`src/rtl/lfsr_encrypt_engine_if.sv`:
```
// rtl/lfsr_encrypt_engine_if.sv - start handshake and data-memory port of the LFSR encrypt engine
//
// Purpose: bundles the req/ack launch handshake with the DM master port.
// Signals:
//   req          start request (level), from top level
//   ack          run complete, to top level
//   mem_addr     DM address (8 bits)
//   mem_rd_data  DM read data, valid one cycle after mem_addr
//   mem_wr_en    DM write strobe
//   mem_wr_data  DM write data
// Modports: master = the engine (drives DM), slave = top level / memory side.
interface lfsr_encrypt_engine_if;
  logic       req;
  logic       ack;
  logic [7:0] mem_addr;
  logic [7:0] mem_rd_data;
  logic       mem_wr_en;
  logic [7:0] mem_wr_data;

  modport master (
    input  req,
    input  mem_rd_data,
    output ack,
    output mem_addr,
    output mem_wr_en,
    output mem_wr_data
  );

  modport slave (
    output req,
    output mem_rd_data,
    input  ack,
    input  mem_addr,
    input  mem_wr_en,
    input  mem_wr_data
  );
endinterface

```
`src/rtl/lfsr_encrypt_engine.sv`:
```
// rtl/lfsr_encrypt_engine.sv - builds a space-padded 64-byte frame and LFSR-encrypts it into DM[64..127]
//
// Purpose: reads preamble length, tap mask and LFSR seed from DM[61..63], then
// emits FRAME_LEN bytes: preamble of 0x20 pads followed by message bytes from
// DM[0..], each XORed with a 7-bit LFSR, written at CRYPT_BASE+i.
// Ports:
//   clk     system clock, rising edge
//   init_n  asynchronous active-low reset
//   bus     lfsr_encrypt_engine_if.master (req/ack handshake + DM port)
// Optional feature macro: LFSR_ENC_PARITY_EN
//   defined   -> bit 7 of each encrypted byte is the parity of bits 6:0
//   undefined -> bit 7 is 0
module lfsr_encrypt_engine #(
  parameter int FRAME_LEN  = 64,
  parameter int CRYPT_BASE = 64,
  parameter int PRE_MIN    = 10,
  parameter int PRE_MAX    = 26
) (
  input  logic                  clk,
  input  logic                  init_n,
  lfsr_encrypt_engine_if.master bus
);

  localparam logic [7:0] ADDR_PRE   = 8'd61;
  localparam logic [7:0] ADDR_TAPS  = 8'd62;
  localparam logic [7:0] ADDR_SEED  = 8'd63;
  localparam logic [7:0] PRE_MIN_B  = 8'(PRE_MIN);
  localparam logic [7:0] PRE_MAX_B  = 8'(PRE_MAX);
  localparam logic [7:0] LAST_IDX   = 8'(FRAME_LEN - 1);
  localparam logic [7:0] CRYPT_B    = 8'(CRYPT_BASE);

  typedef enum logic [2:0] {
    IDLE, CFG0, CFG1, CFG2, CFG3, RD, WR, DONE
  } state_t;

  state_t     state_q, state_d;
  logic [7:0] i_q, i_d;
  logic [7:0] pre_q, pre_d;
  logic [6:0] taps_q, taps_d;
  logic [6:0] lfsr_q, lfsr_d;

  logic [6:0] plain_lo;
  logic [6:0] cipher_lo;
  logic [7:0] cipher;

  // State and datapath registers.
  always_ff @(posedge clk or negedge init_n) begin
    if (!init_n) begin
      state_q <= IDLE;
      i_q     <= '0;
      pre_q   <= '0;
      taps_q  <= '0;
      lfsr_q  <= '0;
    end else begin
      state_q <= state_d;
      i_q     <= i_d;
      pre_q   <= pre_d;
      taps_q  <= taps_d;
      lfsr_q  <= lfsr_d;
    end
  end

  // Encryption of the current byte; pads are taken while i is inside the preamble.
  always_comb begin
    plain_lo  = (i_q < pre_q) ? 7'h20 : bus.mem_rd_data[6:0];
    cipher_lo = plain_lo ^ lfsr_q;
`ifdef LFSR_ENC_PARITY_EN
    cipher    = {^cipher_lo, cipher_lo};
`else
    cipher    = {1'b0, cipher_lo};
`endif
  end

  // Next-state and datapath update. Each config read lands one state after
  // its address is presented, so CFGn consumes the byte addressed in CFG(n-1).
  always_comb begin
    state_d = state_q;
    i_d     = i_q;
    pre_d   = pre_q;
    taps_d  = taps_q;
    lfsr_d  = lfsr_q;
    case (state_q)
      IDLE: if (bus.req) state_d = CFG0;
      CFG0: state_d = CFG1;
      CFG1: begin
        if (bus.mem_rd_data < PRE_MIN_B)      pre_d = PRE_MIN_B;
        else if (bus.mem_rd_data > PRE_MAX_B) pre_d = PRE_MAX_B;
        else                                  pre_d = bus.mem_rd_data;
        state_d = CFG2;
      end
      CFG2: begin
        taps_d  = bus.mem_rd_data[6:0];
        state_d = CFG3;
      end
      CFG3: begin
        // An all-zero LFSR would lock up, so a zero seed is forced to 1.
        lfsr_d  = (bus.mem_rd_data[6:0] == 7'd0) ? 7'h01 : bus.mem_rd_data[6:0];
        i_d     = '0;
        state_d = RD;
      end
      RD: state_d = WR;
      WR: begin
        lfsr_d  = {lfsr_q[5:0], ^(lfsr_q & taps_q)};
        i_d     = i_q + 8'd1;
        state_d = (i_q == LAST_IDX) ? DONE : RD;
      end
      DONE: if (!bus.req) state_d = IDLE;
      default: state_d = IDLE;
    endcase
  end

  // Outputs decoded from the registered state only.
  always_comb begin
    bus.ack         = 1'b0;
    bus.mem_addr    = 8'd0;
    bus.mem_wr_en   = 1'b0;
    bus.mem_wr_data = 8'd0;
    case (state_q)
      CFG0: bus.mem_addr = ADDR_PRE;
      CFG1: bus.mem_addr = ADDR_TAPS;
      CFG2: bus.mem_addr = ADDR_SEED;
      RD:   if (i_q >= pre_q) bus.mem_addr = i_q - pre_q;
      WR: begin
        bus.mem_wr_en   = 1'b1;
        bus.mem_addr    = CRYPT_B + i_q;
        bus.mem_wr_data = cipher;
      end
      DONE: bus.ack = 1'b1;
      default: ;
    endcase
  end

endmodule
```
`src/flat_wrapper.sv`:
```
// flat-port wrapper written by rule: the top's interface ports become plain ports
module lfsr_encrypt_engine_flat 
#(
  parameter int FRAME_LEN  = 64,
  parameter int CRYPT_BASE = 64,
  parameter int PRE_MIN    = 10,
  parameter int PRE_MAX    = 26
)
  (clk, init_n, bus_req, bus_mem_rd_data, bus_ack, bus_mem_addr, bus_mem_wr_en, bus_mem_wr_data);
  lfsr_encrypt_engine_if bus_i ();
  input  logic clk;
  input  logic init_n;
  input wire logic [$bits(bus_i.req)-1:0] bus_req;
  input wire logic [$bits(bus_i.mem_rd_data)-1:0] bus_mem_rd_data;
  output wire logic [$bits(bus_i.ack)-1:0] bus_ack;
  output wire logic [$bits(bus_i.mem_addr)-1:0] bus_mem_addr;
  output wire logic [$bits(bus_i.mem_wr_en)-1:0] bus_mem_wr_en;
  output wire logic [$bits(bus_i.mem_wr_data)-1:0] bus_mem_wr_data;
  assign bus_i.req = bus_req;
  assign bus_i.mem_rd_data = bus_mem_rd_data;
  assign bus_ack = bus_i.ack;
  assign bus_mem_addr = bus_i.mem_addr;
  assign bus_mem_wr_en = bus_i.mem_wr_en;
  assign bus_mem_wr_data = bus_i.mem_wr_data;
  lfsr_encrypt_engine #(.FRAME_LEN(FRAME_LEN), .CRYPT_BASE(CRYPT_BASE), .PRE_MIN(PRE_MIN), .PRE_MAX(PRE_MAX)) u_core (.clk(clk), .init_n(init_n), .bus(bus_i));
endmodule
```
`config.mk`:
```
export PLATFORM = sky130hd
export DESIGN_NAME = lfsr_encrypt_engine_flat
export DESIGN_NICKNAME = d
export VERILOG_FILES = /design/src/rtl/lfsr_encrypt_engine_if.sv /design/src/rtl/lfsr_encrypt_engine.sv /design/src/flat_wrapper.sv
export SDC_FILE = /design/constraint.sdc
export NUM_CORES = 1
export LEC_CHECK = 0
export ABC_AREA = 1
export CORE_ASPECT_RATIO = 0.7
export CORE_MARGIN = 2
export CORE_UTILIZATION = 55
export DETAILED_ROUTE_END_ITERATION = 12
export PLACE_DENSITY_LB_ADDON = 0.1
export SYNTH_ARGS = -nofsm -noshare
export SYNTH_HDL_FRONTEND = slang
export SYNTH_SLANG_ARGS = --single-unit
```
`constraint.sdc`:
```
create_clock -name clk -period 3 [get_ports clk]
set_clock_uncertainty 0.05 [all_clocks]
set_input_delay 0.6 -clock clk [delete_from_list [all_inputs] [get_ports clk]]
set_output_delay 0.6 -clock clk [all_outputs]
set_load 0.005 [all_outputs]
```
* After elaboration in Yosys (flattened, before gate mapping)
Cells that the tools add are included.
** Operators by class
- Bitwise operators :: 2
- Equality and inequality tests :: 10
- Divide/modulo/power cells :: 0
- Shift-type cells :: 0
- Reductions and logical operators :: 5
- Magnitude comparators :: 4
- Multiply operators :: 0
- $add $sub $neg :: 3
- Mux-type cells :: 15
** Operator list (count)
- one-hot mux 8 bit (5 select lines) :: 1
- 2-to-1 mux 8 bit :: 3
- one-hot mux 3 bit (8 select lines) :: 1
- 2-to-1 mux 7 bit :: 3
- one-hot mux 8 bit (2 select lines) :: 1
- one-hot mux 7 bit (2 select lines) :: 1
- == test 3 bit (second input constant) :: 4
- adder 7 x 8 -> 8 bit (first input constant) :: 1
- adder 8 x 1 -> 8 bit (second input constant) :: 1
- == test 8 x 6 -> 1 bit (second input constant) :: 1
- >= comparator 8 bit :: 1
- greater-than comparator 8 x 5 -> 1 bit (second input constant) :: 1
- < comparator 8 x 4 -> 1 bit (second input constant) :: 1
- < comparator 8 bit :: 1
- subtractor 8 bit :: 1
- AND 7 bit :: 1
- logical NOT 7 bit :: 1
- XOR reduction 7 bit :: 1
- XOR 7 bit :: 1
- == test 3 x 2 -> 1 bit (second input constant) :: 2
- 2-to-1 mux 3 bit :: 2
- inequality test 2 bit (second input constant) :: 2
- == test 3 x 1 -> 1 bit (second input constant) :: 1
- logical NOT 3 bit :: 1
- other kinds (4) :: 5
** Word-level totals
- Memory bits (read-only) :: 0
- Word-level logic and storage cells :: 44
- Latch bits :: 0
- Register bits :: 33
- Memories :: 0
- RAM bits :: 0

* Longest topological paths before layout
- Word-level depth :: 4
- Mapped depth :: 10
- Depth with buffers taken out :: 10

* Least setup slack after synthesis
Ideal clock, no wire load.
- Path type :: register -> output
- Start point :: register u_core.i_q[0]
- End point :: output port bus_mem_wr_data[1]
- Buffers on the path :: 1
- Slack :: 0.647 ns
- Cell stages (with the launch flop) :: 10
- Arrival :: 1.703 ns
- Path through :: dfrtp_1 > inv_1 > ha_1 > fa_1 > o21ai_2 > nand2_1 > nand2_2 > buf_6 > a21oi_1 > nor2_1
** Between the ends
- Longest elaborated chain between the ends :: 4
** RTL lines
- start: declaration :: RTL line lfsr_encrypt_engine.sv:37 : logic [7:0] i_q, i_d;
- start signal: assignment :: RTL line lfsr_encrypt_engine.sv:56 : i_q <= i_d;
- < comparator 8 bit :: RTL line lfsr_encrypt_engine.sv:65 : plain_lo = (i_q < pre_q) ? 7'h20 : bus.mem_rd_data[6:0];
- 2-to-1 mux 7 bit :: RTL line lfsr_encrypt_engine.sv:65
- XOR 7 bit :: RTL line lfsr_encrypt_engine.sv:66 : cipher_lo = plain_lo ^ lfsr_q;
- 2-to-1 mux 7 bit :: RTL line lfsr_encrypt_engine.sv:118 : case (state_q)
- end: declaration :: RTL line flat_wrapper.sv:18 : output wire logic [$bits(bus_i.mem_wr_data)-1:0] bus_mem_wr_data;
No other way between the ends.

* Final worst setup path
- Start point :: register u_core.pre_q[0]
- End point :: output port bus_mem_addr[1]
** Between the ends
- Longest elaborated chain between the ends :: 3
** RTL lines
- start: declaration :: RTL line lfsr_encrypt_engine.sv:38 : logic [7:0] pre_q, pre_d;
- start signal: assignment :: RTL line lfsr_encrypt_engine.sv:57 : pre_q <= pre_d;
- subtractor 8 bit / >= comparator 8 bit (equally long branches) :: RTL line lfsr_encrypt_engine.sv:122 : RD: if (i_q >= pre_q) bus.mem_addr = i_q - pre_q;
- 2-to-1 mux 8 bit * :: RTL line lfsr_encrypt_engine.sv:122
- one-hot mux 8 bit (5 select lines) * :: RTL line lfsr_encrypt_engine.sv:118
- end: declaration :: RTL line flat_wrapper.sv:16 : output wire logic [$bits(bus_i.mem_addr)-1:0] bus_mem_addr;
Mark *: on every way between the ends. The rest lies on a longest branch, timed or not.

==> summary.md <==
| Metric | Value |
|---|---|
| Outcome | `finished, final reports clean` |
| Synth top cells by count | `nand2_1, inv_1, dfrtp_1` |
| Initial Utilization | `58.36%` |
| Critical path class | `reg2out` |
| Number of library cell types mapped by synthesis | `37` |
| Post-synthesis async set-or-reset flop share | `100.0%` |
| Core Util, Final | `71.87%` |
| Fin cells | `426` |
| FMAX | `0.3334 GHz` |
| Worst-Margin Slew | `0.6118 ns` |
| Power per cell area | `281.0 nW/um2` |
| Buffers plus inverters on the worst setup path | `1` |
| Num rows | `19` |
| Filler Cell Count | `326` |
| Total GRT Usage | `27.06%` |
| Synth top area share | `35.43%` |
| Worst vdd ir | `0.2393 mV` |
| CP Capture Type | `output pin` |
| GRT Max-Usage Layer | `met1` |
| Hold Violations, Final | `0` |
| Area growth from synthesis to layout | `23.13%` |
| Die area | `4783 um2` |
| Maxcap violations | `0` |
| Routed len/inst | `13.86 um` |
| Slew Limit Headroom | `58.78%` |
| CP peak stage delay | `0.52 ns` |
| Most frequent cell after synthesis | `nand2_1` |
| Prevailing post-synth register cell | `dfrtp_1` |
| Critical Path Fanout Max | `5` |
| Die X-Extent | `81.81 um` |
| #FFs+latches synth | `33` |
| RSZ-0062 raised after global routing | `yes` |
| Drt drc | `0` |
| Total number of vias | `2318` |
| Fin crit period | `3.000 ns` |
| CTS tree | `built` |
| Initial antenna violation count | `0` |
| Vias per inst | `5.441` |
| Global route overflow | `0` |
| Root Buffer | `clkbuf_8` |
| Number of detailed-route iterations in the first pass | `5` |
| Netlist Area Pre-Place | `2331 um2` |
| Req. time, crit path | `2.35 ns` |
| Synthesis Warnings | `0` |
| Crit start category | `flip-flop` |
| Clock sink count | `33` |
| Routability cong. | `0.9502` |
| Met1 GRT Util | `41.25%` |
| Mean Syn Cell Area | `7.042 um2` |
| Largest area contributor in the netlist | `dfrtp_1` |
| Port-buffer cells | `27` |
| Combinational share of power | `4.6%` |
| Cell Chain, Critical Path | `ha_4 -> fa_2 -> o21ai_2 -> nand2_1 -> nand3_1 -> nand2_2 -> o21bai_1 -> clkdlybuf4s50_1` |
| Antenna diodes | `0` |
| Final Setup Violations | `0` |
| Switching power | `0.1866 mW` |
| H-tree levels | `2` |
| 1st-iter DRT viols | `184` |
| Critical-path top delay cell | `clkdlybuf4s50_1` |
| Leak | `1.558 nW` |
| Crit path DAT | `2.35 ns` |
| Clock latency on the worst-skew pair | `0.29 ns` |
| Part of the power in registers | `55.2%` |
| CP delay by family, top | `adder cells` |
| Cells after DPL | `407` |
| Slew Viols, Final | `0` |
| Core area | `3994 um2` |
| Sequential area share after synthesis | `35.43%` |
| First-pass GRT wire length | `9880 um` |
| Final WL | `5905 um` |
| Post-synthesis cell count | `331` |
| Largest net degree at the start of global routing | `34` |
| Ratio of cells with drive above 1 in the final layout | `12.57%` |
| Maximum buffer depth of the clock tree | `2` |
| DIE HEIGHT | `58.47 um` |
| Clock power share | `40.2%` |
| TritonCTS Buffers | `5` |
| Met2 Use GR | `39.14%` |
| Sw frac | `23.14%` |
| Antenna viol nets, final | `0` |
| I/O pin count | `29` |
| Syn Nets | `353` |
| Met3 global-route usage | `7.055%` |
| P_int | `0.6199 mW` |
| Clk pin slew, worst setup/hold paths | `0.07 ns` |
| Dpl hpwl | `4293 um` |
| Number of synthesized flops with an enable pin | `0` |
| Final nets | `395` |
| Vias in the first global route | `2121` |
| Crit share post-route | `100.0%` |
| Hold Path Class | `reg2reg` |
| Area contributors post-synth | `dfrtp_1, nand2_1, inv_1` |
[registers in the layout, indices dropped and copies added (netlist names)]
| register | cells |
|---|---|
| u_core.taps_q | 7 |
| u_core.pre_q | 8 |
| u_core.i_q | 8 |
| u_core.lfsr_q | 7 |
| u_core.state_q | 3 |
[worst register-to-register path, stage by stage (launching register included)]
cell and delay, ns:
dfrtp_1 0.49, inv_1 0.22, nand3_1 0.44, o21ai_0 0.37
[what timing repair did]
item | in CTS | in global routing
pin swaps | 3 | 3
buffers inserted | 6 | 5
setup endpoints to repair | 15 | 9
hold buffers | 0 | 0
resized for setup | 15 | 7
[power by group through the flow]
stage                     registers, mW  clock network [mW]  logic [mW]
after CTS                         0.445               0.332      0.0375
after floorplan                   0.453                   0     0.00865
after global routing              0.444               0.355      0.0417
after global placement            0.453                   0      0.0368
final                             0.445               0.324      0.0374
after detailed placement          0.453                   0      0.0373
[metrics by stage]
stage	instance area, um2	TNS [ns]	setup WS (ns)	total power, mW	hold WS, ns
6_report	2870	0	0.0001459	0.8065	0.4216
3_5_place_dp	2653	0	0.1268	0.4905	0.4087
4_1_cts	2779	-0.004387	-0.002432	0.8143	0.4259
3_3_place_gp	2653	0	0.1732	0.4900	0.4008
2_1_floorplan	2331	0	0.6469	0.4620	0.2544
5_1_grt	2870	-0.7752	-0.1165	0.8406	0.4566
[worst paths after layout]
kind | startpoint | endpoint | slack (ns) | cells past startpoint
setup / recovery | u_core.pre_q[0] | bus_mem_addr[1] | 0.0001 | 8
hold / removal | u_core.pre_q[7] | u_core.pre_q[7] | 0.42 | 2
setup reg to reg | u_core.state_q[2] | u_core.taps_q[1] | 1.34 | 3
hold reg to reg | u_core.pre_q[7] | u_core.pre_q[7] | 0.42 | 2
max in group asynchronous | init_n | u_core.i_q[3] | 1.92 | 2
min in group asynchronous | init_n | u_core.pre_q[6] | 0.66 | 2
[cell usage in the layout, fill, tap and decap left out, types with 2 or more instances in the layout]
cell type        Yosys  routed
ha_1                10       5
clkinv_2             0       2
o221ai_1             4       4
ha_4                 0       4
o22ai_1              3       3
nor2_4               3       3
o21ai_2              3       4
nand2_1             97      97
xnor2_1              2       2
a21oi_1             19      18
nand2_2              3       3
dfrtp_1             33      33
nand3_1             31      31
o21bai_1             3       3
o21ai_1              3       2
o21ai_0             14      14
dlygate4sd2_1        0      10
inv_2                1       2
inv_1               49      48
a21oi_2              1       2
o211ai_1             2       2
clkdlybuf4s50_1      0      16
nor2_1              25      25
nand4_1              3       3
buf_4                2      15
clkbuf_8             0       5
[kinds of logic after synthesis]
kind of cell	Yosys count	synth area share, %
adders and majority gates	11	6.227
buffers and inverters	59	11.06
and+or+nand+nor	166	30.76
xor gates and xnor gates	3	1.127
other	1	0.1609
DFF	33	35.43
AOI/OAI and AO/OA	58	15.24
[final cells by class]
| cell class | instances | area [um2] | share of cell area (%) |
|---|---|---|---|
| inverter | 51 | 193.9 | 6.757 |
| clock buffer | 6 | 72.57 | 2.528 |
| sequential | 33 | 825.8 | 28.77 |
| timing repair buffer | 43 | 392.9 | 13.69 |
| clock inverter | 2 | 10.01 | 0.3487 |
| multi-input combinational | 239 | 1310 | 45.64 |
| tap | 52 | 65.06 | 2.267 |
[layer usage]
metal  vias to the layer above  share of wire [%]
met5                         -                  0
met4                         0               0.78
met3                         9                8.4
met2                        91                 41
met1                      1063                 50
li1                       1155                  -
No activity file was read; power rests on OpenSTA's default activity.
